$ cat config.mk
export PLATFORM = sky130hd
export DESIGN_NAME = mul_arbiter
export DESIGN_NICKNAME = d
export VERILOG_FILES = /design/src/rtl/mul_pkg.sv /design/src/rtl/rr_pick.sv /design/src/rtl/mul_arbiter.sv
export SDC_FILE = /design/constraint.sdc
export NUM_CORES = 1
export LEC_CHECK = 0
export BUFFER_PORTS_ARGS = -buffer_cell sky130_fd_sc_hd__clkbuf_2
export CORE_MARGIN = 8
export CORE_UTILIZATION = 48
export CTS_CLUSTER_SIZE = 28
export DETAILED_ROUTE_END_ITERATION = 8
export GPL_TIMING_DRIVEN = 1
export PLACE_DENSITY = 0.95
export SYNTH_ARGS = -nofsm -noshare
export SYNTH_HDL_FRONTEND = slang
export SYNTH_SLANG_ARGS = --single-unit
$ cat constraint.sdc
create_clock -name clock -period 4.85 [get_ports clock]
set_input_delay 0.2425 -clock clock [delete_from_list [all_inputs] [get_ports clock]]
set_output_delay 0.2425 -clock clock [all_outputs]
set_load 0.02 [all_outputs]
$ cat src/rtl/mul_pkg.sv
// Shared constants and state encoding for the multiplier arbiter.
package mul_pkg;

  // Default operand width; the product is twice as wide.
  localparam int W_DEF  = 8;
  localparam int PW_DEF = 2 * W_DEF;

  // Sequencer states.
  typedef enum logic [1:0] {
    S_IDLE  = 2'd0,
    S_ISSUE = 2'd1,
    S_WAIT  = 2'd2
  } state_t;

  // Width of the product for a given operand width.
  function automatic int prod_width(input int w);
    return 2 * w;
  endfunction

endpackage

$ cat src/rtl/rr_pick.sv
// Combinational round-robin picker: first set request at or after ptr,
// wrapping modulo N.
module rr_pick #(
  parameter int N   = 4,
  parameter int IDW = $clog2(N)
) (
  input  logic [N-1:0]   req,
  input  logic [IDW-1:0] ptr,
  output logic [N-1:0]   grant,
  output logic [IDW-1:0] winner,
  output logic           any
);

  // Scan from the farthest candidate back to ptr so the closest one wins.
  always_comb begin : scan
    int idx;
    idx    = 0;
    winner = '0;
    for (int k = N - 1; k >= 0; k--) begin
      idx = int'(ptr) + k;
      if (idx >= N) idx = idx - N;
      if (req[idx]) winner = IDW'(idx);
    end
  end

  assign any = |req;

  generate
    for (genvar gi = 0; gi < N; gi++) begin : g_grant
      assign grant[gi] = any && (winner == IDW'(gi));
    end
  endgenerate

endmodule

$ cat src/rtl/mul_arbiter.sv
// Round-robin arbiter and sequencer sharing one multiply unit among N
// requesters: grants a requester, starts the multiplier, waits for Ready
// and returns the product tagged with the requester id.
module mul_arbiter
  import mul_pkg::*;
#(
  parameter int N   = 4,
  parameter int W   = W_DEF,
  parameter int IDW = $clog2(N)
) (
  input  logic             clock,
  input  logic             reset_n,
  input  logic [N-1:0]     req,
  input  logic [N*W-1:0]   a_in,
  input  logic [N*W-1:0]   b_in,
  output logic [N-1:0]     gnt,
  output logic             done,
  output logic [IDW-1:0]   done_id,
  output logic [2*W-1:0]   product,
  output logic             busy,
  output logic             mul_start,
  output logic [W-1:0]     mul_multiplicand,
  output logic [W-1:0]     mul_multiplier,
  input  logic             mul_ready,
  input  logic [2*W-1:0]   mul_product
);

  localparam int PW = prod_width(W);

  state_t         state;
  state_t         state_next;
  logic [IDW-1:0] ptr;
  logic [IDW-1:0] job_id;
  logic [W-1:0]   op_a;
  logic [W-1:0]   op_b;

  logic [N-1:0]   pick_grant;
  logic [IDW-1:0] pick_id;
  logic           pick_any;
  logic [IDW-1:0] ptr_inc;

  logic [W-1:0]   a_slice [N];
  logic [W-1:0]   b_slice [N];

  generate
    for (genvar gi = 0; gi < N; gi++) begin : g_slice
      assign a_slice[gi] = a_in[gi*W +: W];
      assign b_slice[gi] = b_in[gi*W +: W];
    end
  endgenerate

  rr_pick #(.N(N), .IDW(IDW)) u_pick (
    .req    (req),
    .ptr    (ptr),
    .grant  (pick_grant),
    .winner (pick_id),
    .any    (pick_any)
  );

  // Pointer moves just past the winner so it becomes lowest priority.
  assign ptr_inc = (pick_id == IDW'(N - 1)) ? '0 : pick_id + 1'b1;

  assign mul_multiplicand = op_a;
  assign mul_multiplier   = op_b;

  // State register.
  always_ff @(posedge clock or negedge reset_n) begin
    if (!reset_n) state <= S_IDLE;
    else          state <= state_next;
  end

  // Next-state logic plus the state-decoded start and busy outputs.
  always_comb begin
    state_next = state;
    mul_start  = 1'b0;
    busy       = 1'b1;
    case (state)
      S_IDLE: begin
        busy = 1'b0;
        if (pick_any) state_next = S_ISSUE;
      end
      S_ISSUE: begin
        mul_start = 1'b1;
        if (mul_ready) state_next = S_WAIT;
      end
      S_WAIT: begin
        if (mul_ready) state_next = S_IDLE;
      end
      default: state_next = S_IDLE;
    endcase
  end

  // Grant/capture in IDLE, result return at the end of WAIT; gnt and done
  // are single-cycle pulses.
  always_ff @(posedge clock or negedge reset_n) begin
    if (!reset_n) begin
      ptr     <= '0;
      job_id  <= '0;
      op_a    <= '0;
      op_b    <= '0;
      gnt     <= '0;
      done    <= 1'b0;
      done_id <= '0;
      product <= '0;
    end else begin
      gnt  <= '0;
      done <= 1'b0;
      if (state == S_IDLE && pick_any) begin
        gnt    <= pick_grant;
        job_id <= pick_id;
        op_a   <= a_slice[pick_id];
        op_b   <= b_slice[pick_id];
        ptr    <= ptr_inc;
      end
      if (state == S_WAIT && mul_ready) begin
        product <= PW'(mul_product);
        done_id <= job_id;
        done    <= 1'b1;
      end
    end
  end

endmodule
== After elaboration in Yosys (flattened, before gate mapping) ==
Index checks and enable logic that the tools add are counted.
Word-level totals
  register bits: 45
  word-level logic and storage cells: 80
Cells by class
  $add $sub $neg: 8
  order comparisons: 9
  equality and inequality tests: 8
  mux-type cells: 35
  bitwise logic cells: 1
  reduce and logical (&&, ||, !) cells: 10
Operator list (number)
  $lt A32 B4 Y1 const B: 4
  $mux W32: 4
  $ge A32 B4 Y1 const B: 3
  $sub A32 B4 Y32 const B: 3
  $bmux W8 S2: 2
  $mux W8: 4
  $mux W2: 8
  $mux W1: 11
  $bmux W1 S2: 4
  $add A2 B2 Y3 const B: 2
  $eq A2 B2 Y1 const B: 3
  $logic_and A1 B1 Y1: 6
  $ne A2 B2 Y1 const B: 3
  $pmux W2 S3: 1
  $eq A2 B1 Y1 const B: 2
  $logic_not A2 Y1: 2
  $mux W4: 1
  $reduce_or A4 Y1: 1
  $sub A2 B3 Y4 const B: 1
  $add A2 B1 Y3 const B: 1
  $ge A2 B3 Y1 const B: 1
  $ge A3 B3 Y1 const B: 1
  $not A2 Y3: 1
  $reduce_and A3 Y1: 1
  $add A2 B1 Y2 const B: 1

== Depth between registers and ports, before layout ==
  depth in word-level cells: 14
  gate-level depth with buffers: 8

== Modules after synthesis ==
A second synthesis with hierarchy kept.
Second synthesis, totals
  cells, all modules: 155
  area total of the unflattened synthesis: 2349.8 µm²
Modules (own cells, without submodules)
  mul_arbiter: instances 1, cells an instance 122, area an instance 2138.3 µm²
  rr_pick: instances 1, cells an instance 33, area an instance 211.5 µm²

== Worst setup path before layout ==
No wires, ideal clock.
  path kind: flip-flop to flip-flop
  start point: register state[1]
  end point: register op_a[0], in the netlist mul_multiplicand[0]
  arrival time: 1.571 ns
  data required time: 4.723 ns
  setup slack: 3.152 ns
  cell stages (with the launch flop): 7
  buffers on the path: 1
  period minus slack after synthesis: 1.698 ns
  cell sequence: dfrtp_1 -> or2_1 -> nor2_1 -> o221ai_2 -> buf_6 -> a211oi_2 -> a211oi_2
Between the ends
  cells in the longest elaborated chain, start to end: 2
RTL lines
  start: declaration: RTL line mul_arbiter.sv:30  | state_t state;
  start signal: assignment: RTL line mul_arbiter.sv:69  | else state <= state_next;
  $logic_not A2 Y1: RTL line mul_arbiter.sv:108  | if (state == S_IDLE && pick_any) begin
  $logic_and A1 B1 Y1: RTL line mul_arbiter.sv:108
  end signal: assignment: RTL line mul_arbiter.sv:111  | op_a <= a_slice[pick_id];
  end: declaration: RTL line mul_arbiter.sv:34  | logic [W-1:0] op_a;
Every way passes these cells.
A chain may end at the register's enable or synchronous reset.

== Worst setup path after layout ==
  start point: register ptr[1]
  end point: register ptr[1]
Between the ends
  cells in the longest elaborated chain, start to end: 12
RTL lines
  start: declaration: RTL line mul_arbiter.sv:32  | logic [IDW-1:0] ptr;
  start signal: assignment: RTL line mul_arbiter.sv:113  | ptr <= ptr_inc;
  $add A2 B2 Y3: RTL line rr_pick.sv:20  | idx = int'(ptr) + k;
  $sub A32 B4 Y32 or $ge A32 B4 Y1 (tied branches): RTL line rr_pick.sv:21  | if (idx >= N) idx = idx - N;
  $mux W32: RTL line rr_pick.sv:21
  $bmux W1 S2: RTL line rr_pick.sv:22  | if (req[idx]) winner = IDW'(idx);
  $mux W1 (not written as such) (2 in series): RTL line rr_pick.sv:22
  $mux W2 (3 in series): RTL line rr_pick.sv:22
  $mux W2 (*): RTL line rr_pick.sv:22
  $add A2 B1 Y2 or $eq A2 B2 Y1 (tied branches): RTL line mul_arbiter.sv:61  | assign ptr_inc = (pick_id == IDW'(N - 1)) ? '0 : pick_id + 1'b1;
  $mux W2 (*): RTL line mul_arbiter.sv:61
  named net ptr_inc[1]: RTL line mul_arbiter.sv:40  | logic [IDW-1:0] ptr_inc;
The timed path passes the listed nets; every way through them passes the cells marked *. The select of a mux whose other input is x is not followed.

==> impl_metrics.env <==
export IMPL_route_detailed_drc=0
export IMPL_cts_tree="built"
export IMPL_rsz0062_at_grt="no"
export IMPL_grt_total_usage_pct=17.3
export IMPL_finalNetCount=442
export IMPL_syn_avg_cell_area_um2=10.2
export IMPL_die_w_um=86.3
export IMPL_antenna_found_initial=0
export IMPL_synthCells=232
export IMPL_synth_top_area_share_pct=47.4
export IMPL_ys_ff_latch=45
export IMPL_dr_total_vias=2137
export IMPL_core_mm2=0.00475
export IMPL_rr_startpoint="ptr[1]"
export IMPL_finalSetupTns_ps=0
export IMPL_grt_pass1_vias=2271
export IMPL_drv_slew=0
export IMPL_firstDrtPassIters=4
export IMPL_clock_sinks=45
export IMPL_die_area_mm2=0.00745
export IMPL_arrival_ps=2360
export IMPL_yosys_area_top_type="dfrtp_1"
export IMPL_synth_distinct_cells=34
export IMPL_required_ps=5030
export IMPL_min_period_over_period_pct=44.9
export IMPL_drive_gt1_share_pct=45.9
export IMPL_routed_via_density=5.06
export IMPL_hp_start="mul_product[0]"
export IMPL_outcome="finished, final reports clean"
export IMPL_worst_pin_slew_ps=1110
export IMPL_drt_wl_total_mm=6.59
export IMPL_crit_path_end_kind="register"
export IMPL_cp_start_kind="register"
export IMPL_ant_nets=0
export IMPL_p_per_area_mw_per_mm2=608
export IMPL_path_clk_slew_ps=90
export IMPL_rows=25
export IMPL_relSlewSlack_pct=26.3
export IMPL_ys_warn_count=0
export IMPL_io_buffers=127
export IMPL_reg2reg_setup_slack_ps=2670
export IMPL_hold_viol=0
export IMPL_pin_count=128
export IMPL_gp_congestion=0.780
export IMPL_cts_max_level=2
export IMPL_reg2reg_depth=7
export IMPL_numCtsBuffers=5
export IMPL_postCtsSetupRepairBufs=0
export IMPL_endpoint="ptr[1]"
export IMPL_post_drt_wl_per_cell_um=15.6
export IMPL_synth_area_leaders="dfrtp_1 47%, a211oi_2 9.5%, nand2_1 9.5%"
export IMPL_worstSkewPairLatency_ps=300
export IMPL_ir_drop_v=0.000269
export IMPL_fillers=392
export IMPL_fin_skew_ps=7.03
export IMPL_fp_dieH_um=86.3
export IMPL_whs_ps=134
export IMPL_grt_max_degree=46
export IMPL_grt_pass1_wl_mm=10.3
export IMPL_hpwl_mm=5.13
export IMPL_num_antenna_cells=0
export IMPL_timing_rr_end="ptr[1]"
export IMPL_max_freq_mhz=460
export IMPL_cts_hold_buf=0
export IMPL_syn_cell_area_mm2=0.00237
export IMPL_leakage_nw=1.63
export IMPL_worstPathMaxFanout=20
export IMPL_drt_iter0_drc=60
export IMPL_worst_slack_ps=2670
export IMPL_start_util_pct=49.9
export IMPL_area_growth_pct=30.5
export IMPL_dpl_worst_slack_ps=2680
export IMPL_ys_seq_area_share_pct=47.4
export IMPL_syn_nets=320
export IMPL_grt_overflow_total=0
export IMPL_hold_class="input port to register"
export IMPL_critPathLaunch="ptr[1]"
export IMPL_maxCapViolCount=0
export IMPL_cts_resized=0
export IMPL_setup_worst_path_class="register to register"
export IMPL_hold_depth=3
export IMPL_cts_root_buf="clkbuf_8"
export IMPL_cts_buffer_depth=2
export IMPL_post_route_min_period_ps=2180
export IMPL_setup_viol=0
[routing by layer]
layer	vias to the layer above	GRT usage, %	routed length [um]
met3	16	5.86	618
met2	111	29.7	3170
met1	963	18.5	2630
met4	0	8.45	166
li1	1047	-	-
met5	-	0	0
[cells by family (layout without fill, tap and decap cells)]
| group | Yosys count | after routing | synth area share [%] |
|---|---|---|---|
| AOI/OAI and AO/OA | 59 | 59 | 23.6 |
| adders and majority gates | 1 | 1 | 0.527 |
| buffers and inverters | 18 | 141 | 4.95 |
| DFF | 45 | 45 | 47.4 |
| muxes | 17 | 17 | 7.17 |
| and+or+nand+nor | 92 | 92 | 16.4 |
[cells in the final DEF, fill, tap and decap left out, types with 2 or more instances in the layout]
master / instances
mux2i_1: 17
a21boi_2: 2
clkbuf_2: 127
a211oi_2: 18
and2_1: 2
dfrtp_1: 45
a21boi_0: 9
nor2_1: 22
inv_1: 3
o21ai_0: 3
clkbuf_8: 5
a211oi_1: 14
a21boi_1: 7
nand2_1: 60
[worst min path at each step]
stage                       to  slack, ps
CTS                 product[0]        120
global route        product[0]        130
global placement    product[0]        440
finish              product[0]        130
floorplan                 done        -50
detailed placement  product[0]        440
[worst max-delay path, stage by stage, from the launching register on]
cell and delay [ps]:
dfrtp_1 480, a21boi_2 220, a2bb2oi_4 440, nand2_8 220, inv_4 280, ha_1 280
nand2_1 50, o21ai_0 70
[cell usage after synthesis, drive strengths merged]
| library cell | n |
|---|---|
| a211oi | 32 |
| a21boi | 18 |
| a21o | 1 |
| a22o | 1 |
| a2bb2oi | 1 |
| and2 | 2 |
| and2b | 1 |
| buf | 8 |
| clkbuf | 5 |
| clkinv | 1 |
| dfrtp | 45 |
| ha | 1 |
| inv | 4 |
| mux2i | 17 |
| nand2 | 62 |
| nand2b | 1 |
| nand3b | 1 |
| nor2 | 22 |
| nor4 | 1 |
| o21ai | 3 |
| o221ai | 1 |
| o22ai | 1 |
| o31ai | 1 |
| or2 | 2 |
[report_power, final]
part | internal [mW] | switching (mW) | leakage [nW]
Sequential | 0.546 | 0.0980 | 0.546
Combinational | 0.353 | 0.648 | 1.04
Clock | 0.104 | 0.135 | 0.0447
[layout make-up]
cell class | count | area, um2 | area share (%)
clock buffer | 5 | 68.8 | 2.22
clock inverter | 3 | 25.0 | 0.807
inverter | 5 | 21.3 | 0.686
multi-input combinational | 169 | 1130 | 36.5
sequential | 45 | 1130 | 36.3
tap | 67 | 83.8 | 2.70
timing repair buffer | 128 | 643 | 20.8
[flip-flops by register name, indices dropped and copies added (netlist names)]
name	cells
product	16
mul_multiplier	8
job_id	2
done_id	2
state	2
ptr	2
gnt	4
done	1
mul_multiplicand	8
[per-stage QoR]
| step | utilization [%] | area (um2) | std cells | total power, mW |
|---|---|---|---|---|
| after floorplan | - | 2370 | 232 | 1.37 |
| after global placement | 63.2 | 3010 | 414 | 1.61 |
| after detailed placement | 63.2 | 3010 | 414 | 1.66 |
| after CTS | 65.2 | 3100 | 422 | 1.90 |
| after global routing | 65.2 | 3100 | 422 | 2.01 |
| final | 65.2 | 3100 | 422 | 1.88 |
(Power assumes the default switching activity.)
